===== config.mk =====
export PLATFORM = sky130hd
export DESIGN_NAME = pipe_skid_reg
export DESIGN_NICKNAME = d
export VERILOG_FILES = /design/src/rtl/pipe_skid_reg.sv
export SDC_FILE = /design/constraint.sdc
export NUM_CORES = 1
export LEC_CHECK = 0
export BUFFER_PORTS_ARGS = -buffer_cell sky130_fd_sc_hd__buf_2
export CELL_PAD_IN_SITES_DETAIL_PLACEMENT = 1
export CELL_PAD_IN_SITES_GLOBAL_PLACEMENT = 1
export CORE_MARGIN = 4
export CORE_UTILIZATION = 38
export CTS_BUF_LIST = sky130_fd_sc_hd__clkbuf_4
export DETAILED_ROUTE_END_ITERATION = 8
export HOLD_SLACK_MARGIN = 0.06
export PLACE_DENSITY_LB_ADDON = 0.1
export SLEW_MARGIN = 20
export SYNTH_ARGS = -nofsm -noshare
export SYNTH_HDL_FRONTEND = slang
export SYNTH_SLANG_ARGS = --single-unit
export TNS_END_PERCENT = 5

===== constraint.sdc =====
create_clock -name clk -period 1.4 [get_ports clk]
set_input_delay 0.07 -clock clk [delete_from_list [all_inputs] [get_ports clk]]
set_output_delay 0.07 -clock clk [all_outputs]
set_load 0.05 [all_outputs]

===== src/rtl/pipe_skid_reg.sv =====
// Handshaked, width-generic pipeline stage register with optional 2-entry skid
// buffer, synchronous flush to an all-zero bubble, and an occupancy count.
module pipe_skid_reg #(
  parameter int unsigned DATA_W  = 160,
  parameter bit          SKID_EN = 1'b1
) (
  input  logic              clk,
  input  logic              rst,
  input  logic              flush,
  input  logic              in_valid,
  output logic              in_ready,
  input  logic [DATA_W-1:0] in_data,
  output logic              out_valid,
  input  logic              out_ready,
  output logic [DATA_W-1:0] out_data,
  output logic [1:0]        occupancy
);

  // Encoding equals the number of held entries, so occupancy is the state itself.
  typedef enum logic [1:0] {
    EMPTY = 2'd0,
    ONE   = 2'd1,
    TWO   = 2'd2
  } state_e;

  state_e            state_q, state_d;
  logic [DATA_W-1:0] main_q, main_d;
  logic [DATA_W-1:0] skid_q, skid_d;
  logic              accept;
  logic              pop;

  assign out_valid = (state_q != EMPTY);
  assign out_data  = main_q;
  assign occupancy = state_q;
  assign pop       = out_valid && out_ready;
  assign accept    = in_valid && in_ready;

  // The rst term keeps in_ready high even if reset lands while the stage is full.
  generate
    if (SKID_EN) begin : g_skid_ready
      assign in_ready = rst || (state_q != TWO);
    end else begin : g_comb_ready
      assign in_ready = rst || !out_valid || out_ready;
    end
  endgenerate

  // NOTE: every always_comb output gets a default first, so no path infers a latch.
  always_comb begin
    state_d = state_q;
    main_d  = main_q;
    skid_d  = skid_q;

    unique case (state_q)
      EMPTY: begin
        if (accept) begin
          state_d = ONE;
          main_d  = in_data;
        end
      end
      ONE: begin
        if (accept && pop) begin
          main_d = in_data;
        end else if (accept && SKID_EN) begin
          state_d = TWO;
          skid_d  = in_data;
        end else if (pop) begin
          state_d = EMPTY;
        end
      end
      TWO: begin
        if (pop) begin
          state_d = ONE;
          main_d  = skid_q;
        end
      end
      default: state_d = EMPTY;
    endcase

    // Squash wins over any same-cycle accept; a same-cycle pop was already consumed.
    if (flush) begin
      state_d = EMPTY;
      main_d  = '0;
      skid_d  = '0;
    end
  end

  // NOTE: the payload registers are reset as well, because the zero payload is the
  // architectural bubble downstream stages decode as a nop.
  always_ff @(posedge clk) begin
    if (rst) begin
      state_q <= EMPTY;
      main_q  <= '0;
      skid_q  <= '0;
    end else begin
      state_q <= state_d;
      main_q  <= main_d;
      skid_q  <= skid_d;
    end
  end

endmodule


==> impl_results.md, run 1 <==
- EDFF count, synth: 0
- Cts bufs inserted: 91
- Core Region: between 0.03 and 0.04 sq mm
- Non-Filler Instances: around 2700
- Synth Area in XOR/XNOR: 0%
- Worst Setup End Kind: output pin
- Post-Synthesis Cells: approximately 1500
- Ratio of cells with drive above 1 in the final layout: roughly 46%
- Actual slew at the worst max-slew pin: about 0.95 ns
- Final setup fails: 336
- # rows: 69
- Initial Util: between 30% and 40%
- Async SR Flop Fraction: 0%
- Critical Path AT: 1.80 ns
- Area added between synthesis and finish: 72.94%
- Gpl congestion: between 0.7 and 0.8
- Count leader, synth: dfxtp_1
- Pleak: 9.976 nW
- Count of cell types in the netlist: 22
- Total power: 23.18 mW
- Fillers: 3694
- Top cell type's share of synthesized area: between 40% and 50%
- PnR worst setup slack: -0.4717 ns
- Max Cap Viol: 0
- Die area: between 0.03 and 0.04 sq mm
- Die width: roughly 200 um
- Setup TNS: -82.81 ns
- Worst setup SP type: register
- Mux share of post-synthesis cell area: about 12%
- DRT Pass-1 Iters: 5
- Reg2reg path depth: 7
- Vias/cell: around 5.7
- Routed WL: 71240 um
- Post-route ant nets: 0
- Die Span Y: 198.9 um
- R2R Path Start: occupancy[0]
- Power density cells: a little under 1000 mW/mm^2
- Fin area: roughly 0.024 sq mm
- Input/output buffers: 328
- Max-slew violations: 0
- Syn_nets: around 1600
- Worst Hold Class: primary input to register
- Largest net degree at the start of global routing: 102
- Seq cells post-synth: ~320
- Worst Hold Launch: in_data[135]
- Min cycle time layout: ~1.9 ns
- Status: finished with violations
- Placed inst area: 0.01664 sq mm
- Slew HR: 36.84%
- Sequential area share after synthesis: a little under half
- DP HPWL: 30410 um
- Reg clk slew, reported paths: about 0.080 ns
- Vias in the first global route: 15890
- DRT iter0 DRCs: between 700 and 800
- DP Worst Slack: -0.1532 ns
- Worst R2R End: out_data[2]
- Sink Count: between 300 and 400
- Dominant cells by area after synthesis: dfxtp_1 (47%), a211oi_1 (12%), mux2i_1 (12%)
- Routed vias: 15300
- Critical Path RT: between 1 and 1.5 ns
- Synth area leader: dfxtp_1
- All-Layer GR Usage: around 29%
- CTS tree: done
- Highest Clock Rate: approximately 0.53 GHz
- Avg WL per Cell: roughly 27 um
- Synth Area in Compound Gates: about 27%
- Placed insts: 2170
- Most common flop cell mapped by yosys: dfxtp_1
- Syn. warnings: 0
- Synth top cells by count: dfxtp_1 (322), nand2_1 (321), a211oi_1 (220)
- Syn_area_per_cell: 9.473 sq um
- Crit path max fanout: 3
- WS Path Type: register to output pin
- Tcrit/Tclk final: 133.7%
- R2r setup slk: -0.45 ns
- Fin. Hold Viols: 0
- Failing checks: negative setup slack
- Synthesized-area fraction occupied by adder cells: 0%
- Cell area after synthesis: around 0.014 sq mm
- Htree depth: 3
- # IOs: between 300 and 400
- Hold Crit Depth: 4
- Residual DRC: 0
- Clock Latency Late Sink: a little under 0.8 ns
- Clock buffer depth: 3
- Gr ovfl total: 0
- RSZ-0062 raised after global routing: true
- Largest family of logic cells by synthesized area: compound AO/OA/AOI/OAI gates
- Final net count: ~2300
- Simple-gate portion of the synthesized area: approximately a tenth
- Global-route wire length before repair: between 90000 and 100000 um
- Initial antenna violation count: 13
- Clk root buf: clkbuf_4
- WHS Endpoint: skid_q[135]
- Worst Skew: just under 0.04 ns
- Maximum vdd drop: 1.024 mV
==> per-layer routing <==
| layer | global-route usage, % | wire length [um] | vias up |
|---|---|---|---|
| met5 | 0 | 0 | - |
| met4 | 14.21 | 3313 | 0 |
| met3 | 6.944 | 4235 | 238 |
| met2 | 50.28 | 36770 | 678 |
| met1 | 33.08 | 26920 | 7685 |
| li1 | - | - | 6703 |
==> registers in the layout, summed over array words and instances (netlist names) <==
| register | flops |
|---|---|
| skid_q | 160 |
| occupancy | 2 |
| out_data | 160 |
==> cell usage in the layout (no fill, tap or decap), drive strengths merged, types with 2 or more instances in the layout <==
master        Yosys  final
diode             0     15
clkbuf          100    154
clkinv            0     18
buf              62    455
or2               3      3
a21oi           161    161
a211oi          320    320
dfxtp           322    322
inv               0      5
dlymetal6s4s      0      2
dlygate4sd3       0    255
nand2b            2      2
a21o              2      3
nand2           321    321
mux2i           160    160
==> metrics by stage <==
step	util, %	hold slack (ns)
final	67.01	0.1018
after global routing	67.01	0.07829
after CTS	61.81	0.06043
after detailed placement	46.56	0.3288
after global placement	46.56	0.3223
after floorplan	-	0.2060
==> cell type report <==
cell class / count / area (sq um) / area share (%)
Timing Repair Buffer: 733 / 8288 / 34.60
Multi-Input combinational cell: 979 / 7231 / 30.19
Sequential cell: 322 / 6726 / 28.08
Clock buffer: 133 / 998.5 / 4.169
Tap cell: 461 / 576.8 / 2.408
Clock inverter: 24 / 93.84 / 0.3918
Antenna cell: 15 / 37.54 / 0.1567
==> critical path: stages (launching register included) <==
cell	delay, ns
dfxtp_4	0.35
nand2b_4	0.16
buf_12	0.13
or2_4	0.23
buf_8	0.15
==> power breakdown <==
| group | total, mW | leakage (nW) | switching, mW | internal [mW] |
|---|---|---|---|---|
| Clock | 8.92 | 0.662 | 4.59 | 4.33 |
| Combinational | 4.57 | 6.62 | 2.50 | 2.08 |
| Sequential | 9.69 | 2.69 | 0.270 | 9.41 |
| Total | 23.2 | 9.98 | 7.36 | 15.8 |
==> kinds of logic (layout without fill, tap and decap cells) <==
kind of cell	Yosys count	after routing
compound gates	485	486
buf+inv	162	890
flops	322	322
mux	160	160
other cells	0	15
simple gates	333	333
==> how the worst max path moves through the flow <==
| stage | from | end | slack [ns] | cells past startpoint |
|---|---|---|---|---|
| 6_report | occupancy[0] | in_ready | -0.47 | 4 |
| 5_1_grt | occupancy[0] | in_ready | -0.53 | 4 |
| 4_1_cts | occupancy[0] | in_ready | -0.50 | 4 |
| 3_5_place_dp | occupancy[0] | skid_q[26] | -0.15 | 6 |
| 3_3_place_gp | occupancy[0] | skid_q[133] | -0.11 | 6 |
| 2_1_floorplan | occupancy[0] | out_data[113] | -0.16 | 7 |
==> what timing repair did <==
| action | 4_1_cts | 5_1_grt |
|---|---|---|
| endpoints found under the hold margin | 322 | 0 |
| gates cloned | 1 | 30 |
| setup endpoints to repair | 456 | 435 |
| pin swaps | 0 | 80 |
| resized for setup | 624 | 220 |
| buffers inserted | 4 | 33 |
| hold buffers | 257 | 0 |
(Power assumes the default switching activity.)
==> inputs of run 2 (changes only) <==
clock period = 1.6 ns   (was 1.4 ns; I/O delays follow)
==> run 2 against run 1 <==
Effect of this change: the flow still finishes with violations (negative setup slack); wire length decreased by 21%; clock power decreased by 12%; sequential power decreased by 14%; cell count decreased by 2.4%; combinational power decreased by 26%; setup slack improved by 0.33 ns; core utilization fell by 7.7 points; via count fell by 7.7%; global-route usage fell by 3.4 points; critical path type unchanged.
==> impl_results.md, run 2 (synthesis gave the netlist of run 1 again) <==
- Status: finished with violations
- Failing checks: negative setup slack
- DP HPWL: 29730 um (-2.2%)
- Total power: 19.58 mW (-16%)
- Die width: 198.9 um (unchanged)
- Slowest stage cell, crit path: dfxtp_4
- Avg WL per Cell: 21.63 um (-19%)
- Tcrit/Tclk final: 109.0%
- Sequential cell area: 0.006454 sq mm (-4.1%)
- Maximum vdd drop: 0.6896 mV (-33%)
- Global-route wire length before repair: 81560 um (-10%)
- Routed WL: 56290 um (-21%)
- Final net count: 2236 (-2.4%)
- Residual DRC: 0 (unchanged)
- # rows: 69 (unchanged)
- Footprint of the multi-input gates: 0.007061 sq mm (-2.4%)
- Max-slew violations: 0 (unchanged)
- Input/output buffers: 328 (unchanged)
- CTS tree: done
- Clk root buf: clkbuf_4
- Routed vias: 14120 (-7.7%)
- Non-Filler Instances: 2603 (-2.4%)
- Most common cell after layout, fill and taps aside: nand2_1
- Post-route ant nets: 0 (unchanged)
- Min cycle time layout: roughly 1.7 ns
- Placed insts: 2154 (-0.74%)
- Area added between synthesis and finish: 53.07%
- Highest Clock Rate: ~0.57 GHz
- Ratio of cells with drive above 1 in the final layout: 35.83% (-10 points)
- Gpl congestion: 0.7837 (+2.2%)
- Placed inst area: 0.01650 sq mm (-0.87%)
- Critical Path RT: 1.52 ns (+0.19 ns)
- Initial antenna violation count: 3 (-10)
- DRT iter0 DRCs: 560 (-28%)
- Die Span Y: 198.9 um (unchanged)
- Cts bufs inserted: 91 (unchanged)
- RSZ-0062 raised after global routing: true
- Final core occ: 59.31% (-7.7 points)
- Setup TNS: -7.522 ns (+75.28 ns)
- Clock Latency Late Sink: 0.77 ns (-0.02 ns)
- Crit path max fanout: 3 (unchanged)
- Worst hold slack: 0.1459 ns (+0.04411 ns)
- Cell Chain, Critical Path: nand2b_4 -> or2_4 -> buf_8
- Fin. Hold Viols: 0 (unchanged)
- Max Cap Viol: 0 (unchanged)
- Final setup fails: 210 (-38%)
- Largest net degree at the start of global routing: 72 (-29%)
- Pleak: 9.160 nW (-8.2%)
- Worst Skew: 0.04866 ns (+0.009650 ns)
- Crit path max-delay family: simple AND/OR/NAND/NOR gates
- Initial Util: 38.75% (unchanged)
- Commonest non-fill, non-tap cells in the layout: nand2_1 (321), dfxtp_1 (320), buf_2 (307)
- Clock buffer depth: 3 (unchanged)
- WS Path Type: register to output pin
- Buf/Inv on CP: 1 (-1)
- Worst Hold Class: primary input to register
- DP Worst Slack: 0.07113 ns (+0.2243 ns)
- Actual slew at the worst max-slew pin: 0.7656 ns (-0.1817 ns)
- Die area: 0.03957 sq mm (unchanged)
- Vias/cell: 5.425 (-5.5%)
- # IOs: 329 (unchanged)
- All-Layer GR Usage: 25.41% (-3.4 points)
- Fin area: 0.02120 sq mm (-11%)
- Slew HR: 48.96% (+12 points)
- Sink Count: 322 (unchanged)
- Worst Setup End Kind: output pin
- Reg clk slew, reported paths: 0.07 ns (about the same)
- Htree depth: 3 (unchanged)
- Critical Path AT: 1.66 ns (-0.14 ns)
- Gr ovfl total: 0 (unchanged)
- Fillers: 3950 (+6.9%)
- Core Region: 0.03574 sq mm (unchanged)
- PnR worst setup slack: -0.1445 ns (+0.3272 ns)
- Critical Path Max Stage Delay: 0.35 ns (about the same)
- Power density cells: 923.6 mW/mm^2 (-4.6%)
- Vias in the first global route: 14990 (-5.7%)
- Worst setup SP type: register
- DRT Pass-1 Iters: 4 (-1)
run 2: final cells by class:
class / instances / area share [%]
well taps: 461 / 2.721
clock inverters: 18 / 0.4663
diodes: 4 / 0.04722
multi-input cells: 978 / 33.31
flip-flops and latches: 322 / 30.44
clock buffers: 142 / 5.029
repair buffers: 678 / 27.99
run 2: report_power, final:
| group | switching (mW) | internal, mW | total (mW) |
|---|---|---|---|
| Clock | 3.66 | 4.16 | 7.83 |
| Combinational | 1.99 | 1.38 | 3.37 |
| Sequential | 0.149 | 8.23 | 8.38 |
run 2: worst reg2reg max path, stage by stage, from the launching register on:
cell and delay (ns):
dfxtp_4 0.35, buf_6 0.14, and3b_4 0.40, buf_12 0.13
clkbuf_16 0.24, a211oi_1 0.12, a211oi_2 0.25
run 2: final timing paths:
| path | startpoint | to | slack, ns | depth (start not counted) |
|---|---|---|---|---|
| max | occupancy[0] | in_ready | -0.14 | 3 |
| min | in_data[41] | skid_q[41] | 0.15 | 4 |
| max reg2reg | occupancy[0] | out_data[31] | -0.12 | 6 |
| min reg2reg | skid_q[36] | skid_q[36] | 0.45 | 2 |
run 2: routing by layer:
| metal | track usage, % | wire length [um] | part of all wire [%] | up-vias |
|---|---|---|---|---|
| met3 | 6.148 | 2871 | 5.1 | 131 |
| li1 | - | - | - | 6566 |
| met5 | 0 | 0 | 0 | - |
| met1 | 31.30 | 23320 | 41 | 7011 |
| met4 | 9.650 | 2006 | 3.6 | 0 |
| met2 | 43.13 | 28090 | 50 | 414 |
run 2: timing repair:
action                                  4_1_cts  5_1_grt
endpoints found under the setup margin        9      293
hold endpoints to repair                    322        0
hold buffers                                254        0
pin swaps                                    21       31
setup buffers                                 3       14
gates cloned                                  1       14
gates resized for setup                      15      113
